**config.mk**
```make
export PLATFORM = sky130hd
export DESIGN_NAME = memaccess_ctrl
export DESIGN_NICKNAME = d
export VERILOG_FILES = /design/src/rtl/memaccess_ctrl.sv
export SDC_FILE = /design/constraint.sdc
export NUM_CORES = 1
export LEC_CHECK = 0
export BUFFER_PORTS_ARGS = -buffer_cell sky130_fd_sc_hd__buf_2
export CAP_MARGIN = 20
export CORE_MARGIN = 1
export CORE_UTILIZATION = 50
export CTS_CLUSTER_DIAMETER = 60
export DETAILED_ROUTE_END_ITERATION = 16
export PLACE_DENSITY = 0.86
export SYNTH_ARGS = -nofsm -noshare
export SYNTH_HDL_FRONTEND = slang
export SYNTH_SLANG_ARGS = --single-unit
```
**constraint.sdc**
```tcl
create_clock -name clock -period 2.9 [get_ports clock]
set_input_delay 0.58 -clock clock [delete_from_list [all_inputs] [get_ports clock]]
set_output_delay 0.58 -clock clock [all_outputs]
set_load 0.05 [all_outputs]
```
**src/rtl/memaccess_ctrl.sv**
```systemverilog
// Data-memory access sequencer: direct or pointer-indirect load/store with registered outputs.
// Optional ack-wait timeout is compiled in with `define MEMACCESS_CTRL_TIMEOUT_EN.
module memaccess_ctrl #(
    parameter int TIMEOUT_CYCLES = 16
) (
    input  logic        clock,
    input  logic        reset,
    input  logic        start,
    input  logic [1:0]  mem_state,
    input  logic        m_control,
    input  logic [15:0] m_addr,
    input  logic [15:0] m_data,
    input  logic [15:0] dmem_dout,
    input  logic        dmem_ack,
    output logic        dmem_req,
    output logic        dmem_rd,
    output logic [15:0] dmem_addr,
    output logic [15:0] dmem_din,
    output logic [15:0] memout,
    output logic        done,
    output logic        busy,
    output logic        timeout_err
);

    typedef enum logic [2:0] {IDLE, PTR, RD, WR, FIN} state_t;

    state_t      state_q, state_d;
    logic        is_wr_q, is_wr_d;
    logic        dmem_req_q, dmem_req_d;
    logic        dmem_rd_q, dmem_rd_d;
    logic [15:0] dmem_addr_q, dmem_addr_d;
    logic [15:0] dmem_din_q, dmem_din_d;
    logic [15:0] memout_q, memout_d;
    logic        done_q, done_d;
    logic        busy_q, busy_d;
    logic        accept;
    logic        tmo_hit;

    assign accept = (state_q == IDLE) && start;

`ifdef MEMACCESS_CTRL_TIMEOUT_EN
    localparam int TW = $clog2(TIMEOUT_CYCLES + 1);

    logic [TW-1:0] tmo_cnt_q, tmo_cnt_d;
    logic          timeout_err_q, timeout_err_d;

    // Counts only cycles where a request is outstanding and unanswered.
    always_comb begin
        tmo_cnt_d     = '0;
        tmo_hit       = 1'b0;
        timeout_err_d = timeout_err_q;
        if (dmem_req_q && !dmem_ack) begin
            if (tmo_cnt_q == TW'(TIMEOUT_CYCLES - 1)) begin
                tmo_hit = 1'b1;
            end else begin
                tmo_cnt_d = tmo_cnt_q + TW'(1);
            end
        end
        if (accept) begin
            timeout_err_d = 1'b0;
        end else if (tmo_hit) begin
            timeout_err_d = 1'b1;
        end
    end

    always_ff @(posedge clock or posedge reset) begin
        if (reset) begin
            tmo_cnt_q     <= '0;
            timeout_err_q <= 1'b0;
        end else begin
            tmo_cnt_q     <= tmo_cnt_d;
            timeout_err_q <= timeout_err_d;
        end
    end

    assign timeout_err = timeout_err_q;
`else
    assign tmo_hit     = 1'b0;
    assign timeout_err = 1'b0;
`endif

    always_comb begin
        state_d     = state_q;
        is_wr_d     = is_wr_q;
        dmem_req_d  = dmem_req_q;
        dmem_rd_d   = dmem_rd_q;
        dmem_addr_d = dmem_addr_q;
        dmem_din_d  = dmem_din_q;
        memout_d    = memout_q;
        done_d      = 1'b0;
        case (state_q)
            IDLE: begin
                if (start) begin
                    dmem_addr_d = m_addr;
                    dmem_din_d  = m_data;
                    is_wr_d     = (mem_state == 2'b10);
                    if (mem_state == 2'b11) begin
                        state_d = FIN;
                    end else if (m_control) begin
                        state_d    = PTR;
                        dmem_req_d = 1'b1;
                        dmem_rd_d  = 1'b1;
                    end else if (!mem_state[1]) begin
                        state_d    = RD;
                        dmem_req_d = 1'b1;
                        dmem_rd_d  = 1'b1;
                    end else begin
                        state_d    = WR;
                        dmem_req_d = 1'b1;
                        dmem_rd_d  = 1'b0;
                    end
                end
            end
            PTR, RD, WR: begin
                if (dmem_req_q) begin
                    if (dmem_ack) begin
                        dmem_req_d = 1'b0;
                        if (state_q == PTR) begin
                            dmem_addr_d = dmem_dout;
                            dmem_rd_d   = !is_wr_q;
                            state_d     = is_wr_q ? WR : RD;
                        end else begin
                            if (state_q == RD) begin
                                memout_d = dmem_dout;
                            end
                            state_d = FIN;
                        end
                    end else if (tmo_hit) begin
                        dmem_req_d = 1'b0;
                        state_d    = FIN;
                    end
                end else begin
                    // Idle request cycle after the pointer fetch; issue the data phase now.
                    dmem_req_d = 1'b1;
                end
            end
            FIN: begin
                done_d  = 1'b1;
                state_d = IDLE;
            end
            default: begin
                state_d    = IDLE;
                dmem_req_d = 1'b0;
            end
        endcase
        busy_d = (state_d != IDLE);
    end

    always_ff @(posedge clock or posedge reset) begin
        if (reset) begin
            state_q     <= IDLE;
            is_wr_q     <= 1'b0;
            dmem_req_q  <= 1'b0;
            dmem_rd_q   <= 1'b0;
            dmem_addr_q <= '0;
            dmem_din_q  <= '0;
            memout_q    <= '0;
            done_q      <= 1'b0;
            busy_q      <= 1'b0;
        end else begin
            state_q     <= state_d;
            is_wr_q     <= is_wr_d;
            dmem_req_q  <= dmem_req_d;
            dmem_rd_q   <= dmem_rd_d;
            dmem_addr_q <= dmem_addr_d;
            dmem_din_q  <= dmem_din_d;
            memout_q    <= memout_d;
            done_q      <= done_d;
            busy_q      <= busy_d;
        end
    end

    assign dmem_req  = dmem_req_q;
    assign dmem_rd   = dmem_rd_q;
    assign dmem_addr = dmem_addr_q;
    assign dmem_din  = dmem_din_q;
    assign memout    = memout_q;
    assign done      = done_q;
    assign busy      = busy_q;

endmodule

```
==> impl_metrics.yaml <==
cells_and_area:
  multi_input_area_um2: 912
  area_delta_synth_final_pct: 25.5
  nets: 377
  fillers: 365
  ff_latch_area_um2: 1400
  diodes: 0
  final_util: 0.675
  drive_gt1_frac: 0.413
cts:
  post_cts_buffers: 0
  cts_resized: 0
  root_buffer: "clkbuf_8"
  cts.htree.levels: 2
  cts_made_buffers: 5
  postCtsHoldBufs: 0
  path_clk_slew_ns: 0.09
  cts_num_sinks: 56
  tritoncts: "done"
  cts_buffer_depth: 2
  clk_latency_ns: 0.29
critical_path:
  critical_path.slowest_cell: "dfrtp_1"
  crit_chain: "nor2_1 -> nand3_1 -> o21ai_1 -> or3_1"
  crit_buf_inv: 0
  required_ns: 3.07
  reg2reg_from: "state_q[1]"
  reg2regPathDepth: 4
  cp-end-kind: "flop"
  cp.depth: 4
  crit_fanout: 17
  critical-path-max-stage-delay_ns: 0.55
  start_kind: "flop"
  crit_start: "state_q[1]"
  cp_top_family: "simple AND/OR/NAND/NOR gates"
  r2r_setup_slack_ns: 1.04
  worstPathArrival_ns: 2.03
  path_class: "flop to flop"
  crit_end: "busy"
  r2r_end: "busy"
yosys:
  seq_area_frac_synth: 0.579
  synthXorXnorAreaFrac: 0.00362
  synth_cell_types: 29
  synthAdderAreaFrac: 0
  syn_area_um2: 2420
  muxShareOfSynthArea: 0.149
  syn_inst: 216
  syn_avg_cell_area_um2: 11.2
  synth.net_count: 271
  synth_compound_area_frac: 0.0806
  ys.warnings.count: 0
  ys_ff_latch: 56
  synthSimpleGateAreaFrac: 0.140
  synth_top_family_by_area: "multiplexers"
sta:
  rsz0062_at_grt: "no"
  finalCriticalPeriod_ns: 1.86
  setup_violations: 0
  worst_slew_pin_slew_ns: 0.638
  maxSlewHeadroom: 0.574
  period_share: 0.641
  skew_ns: 0.00472
  hold_viol: 0
  max_freq_ghz: 0.538
  report.final.slew_viol_count: 0
  setup_tns_ns: 0
drt:
  drc: 0
  drtPass1Iterations: 4
  vias_per_cell: 5.01
  wl_mm: 4.91
  ant_nets: 0
  post_drt_wl_per_cell_um: 13.1
  num_vias: 1874
  drt_iter0_drc: 85
status:
  status: "completed"
grt:
  grt_pass1_vias: 1845
  grt_usage: 0.210
  grt_start_max_net_pins: 34
  gr-total-overflow: 0
  grt_pass1_wl_mm: 8.31
  antenna_found_initial: 0
floorplanning:
  die_area_um2: 5120
  io_pins: 108
  fp-row-count: 24
  fp.dieW_um: 71.6
  initial_utilization: 0.538
  fp.dieH_um: 71.6
  core_area_um2: 4500
placed_design:
  gp_congestion: 0.792
  hpwlAfterDp_mm: 3.75
  port_buffers: 106
flow_run:
  max_cap_viol_count: 0
hold_path:
  hold_path_class: "primary input to asynchronous set/reset pin"
==> worst min path at each step <==
| stage | slack [ns] | to | cells after the start | start |
|---|---|---|---|---|
| floorplan | 0.50 | is_wr_q | 2 | is_wr_q |
| global placement | 0.46 | dmem_addr[7] | 2 | dmem_addr[7] |
| detailed placement | 0.46 | dmem_addr[5] | 2 | dmem_addr[5] |
| CTS | 0.33 | memout[1] | 2 | reset |
| global route | 0.35 | memout[1] | 2 | reset |
| finish | 0.31 | memout[1] | 2 | reset |
==> stage by stage <==
stage | instance area [um^2] | std cells | hold WS (ns) | setup WS [ns]
after floorplan | 2420 | 216 | 0.498 | 0.949
after global placement | 2960 | 367 | 0.457 | 1.03
after detailed placement | 2960 | 367 | 0.459 | 0.973
after CTS | 3040 | 374 | 0.327 | 1.05
after global routing | 3040 | 374 | 0.348 | 0.930
final | 3040 | 374 | 0.309 | 1.04
==> cell type report <==
type / instances / area share
Sequential cell: 56 / 0.461
Multi-Input combinational cell: 144 / 0.300
Timing Repair Buffer: 111 / 0.187
Clock buffer: 6 / 0.0239
Tap cell: 52 / 0.0214
Inverter: 4 / 0.00494
Clock inverter: 1 / 0.00165
==> registers in the layout, summed over array words and instances, names as in the netlist <==
| signal | cells |
|---|---|
| dmem_req | 1 |
| dmem_rd | 1 |
| done | 1 |
| is_wr_q | 1 |
| busy | 1 |
| state_q | 3 |
| dmem_addr | 16 |
| memout | 16 |
| dmem_din | 16 |
==> layer usage <==
layer | GRT usage | routed length [um] | part of all wire
met5 | 0 | 0 | 0
met4 | 0.0588 | 42 | 0.0086
met3 | 0.0394 | 227 | 0.046
met2 | 0.378 | 2480 | 0.51
met1 | 0.261 | 2160 | 0.44
==> cells in the mapped netlist <==
| cell | instances | share of area |
|---|---|---|
| nand2_1 | 67 | 0.10 |
| dfrtp_1 | 56 | 0.58 |
| mux2_1 | 17 | 0.079 |
| mux2i_1 | 17 | 0.070 |
| o21ai_2 | 11 | 0.040 |
| o21ai_1 | 8 | 0.017 |
| buf_4 | 5 | 0.016 |
| buf_6 | 4 | 0.019 |
| nor2_1 | 4 | 0.0062 |
| inv_1 | 3 | 0.0047 |
| nand3_1 | 3 | 0.0062 |
| a21oi_1 | 2 | 0.0041 |
| buf_2 | 2 | 0.0041 |
| o21bai_1 | 2 | 0.0062 |
| a211o_1 | 1 | 0.0036 |
| a31oi_1 | 1 | 0.0026 |
| a32o_1 | 1 | 0.0041 |
| clkbuf_1 | 1 | 0.0015 |
| conb_1 | 1 | 0.0015 |
| inv_2 | 1 | 0.0015 |
| nand2b_1 | 1 | 0.0026 |
| nand3b_1 | 1 | 0.0031 |
| nand4_1 | 1 | 0.0026 |
| nor2_4 | 1 | 0.0047 |
| nor3_1 | 1 | 0.0021 |
| nor4b_2 | 1 | 0.0062 |
| o22a_1 | 1 | 0.0036 |
| or3_1 | 1 | 0.0026 |
| xor2_1 | 1 | 0.0036 |
==> cell usage in the layout (no fill, tap or decap) <==
master | Yosys | final
nand3_1 | 3 | 3
clkbuf_8 | 0 | 5
a31oi_1 | 1 | 1
o21bai_2 | 0 | 1
o21bai_1 | 2 | 1
conb_1 | 1 | 1
inv_2 | 1 | 2
inv_1 | 3 | 2
o21ai_2 | 11 | 11
nor2_1 | 4 | 4
nor2_4 | 1 | 1
nand3b_1 | 1 | 1
or3_1 | 1 | 1
mux2i_1 | 17 | 17
buf_4 | 5 | 5
a32o_1 | 1 | 1
nand4_1 | 1 | 1
clkbuf_1 | 1 | 1
nor3_1 | 1 | 1
clkinv_2 | 0 | 1
nand2b_1 | 1 | 1
xor2_1 | 1 | 1
buf_2 | 2 | 106
o21ai_1 | 8 | 8
nand2_1 | 67 | 67
mux2_1 | 17 | 17
a21oi_1 | 2 | 2
dfrtp_1 | 56 | 56
nor4b_2 | 1 | 1
o22a_1 | 1 | 1
a211o_1 | 1 | 1
==> cell families (layout without fill, tap and decap cells) <==
kind of cell,Yosys count,in the layout
muxes,34,34
buffers and inverters,16,122
xor gates and xnor gates,1,1
DFF,56,56
and+or+nand+nor,81,81
other,1,1
AOI/OAI and AO/OA,27,27
==> worst reg2reg max path, delay by kind of cell, from the launching register on <==
| kind | cells | cell delay [ns] |
|---|---|---|
| AOI/OAI and AO/OA | 1 | 0.19 |
| DFF | 1 | 0.55 |
| and+or+nand+nor | 3 | 0.99 |
Power is left out: the tool's default activity adds up to more than one toggle a clock period on the data nets, which glitch-free logic cannot reach.
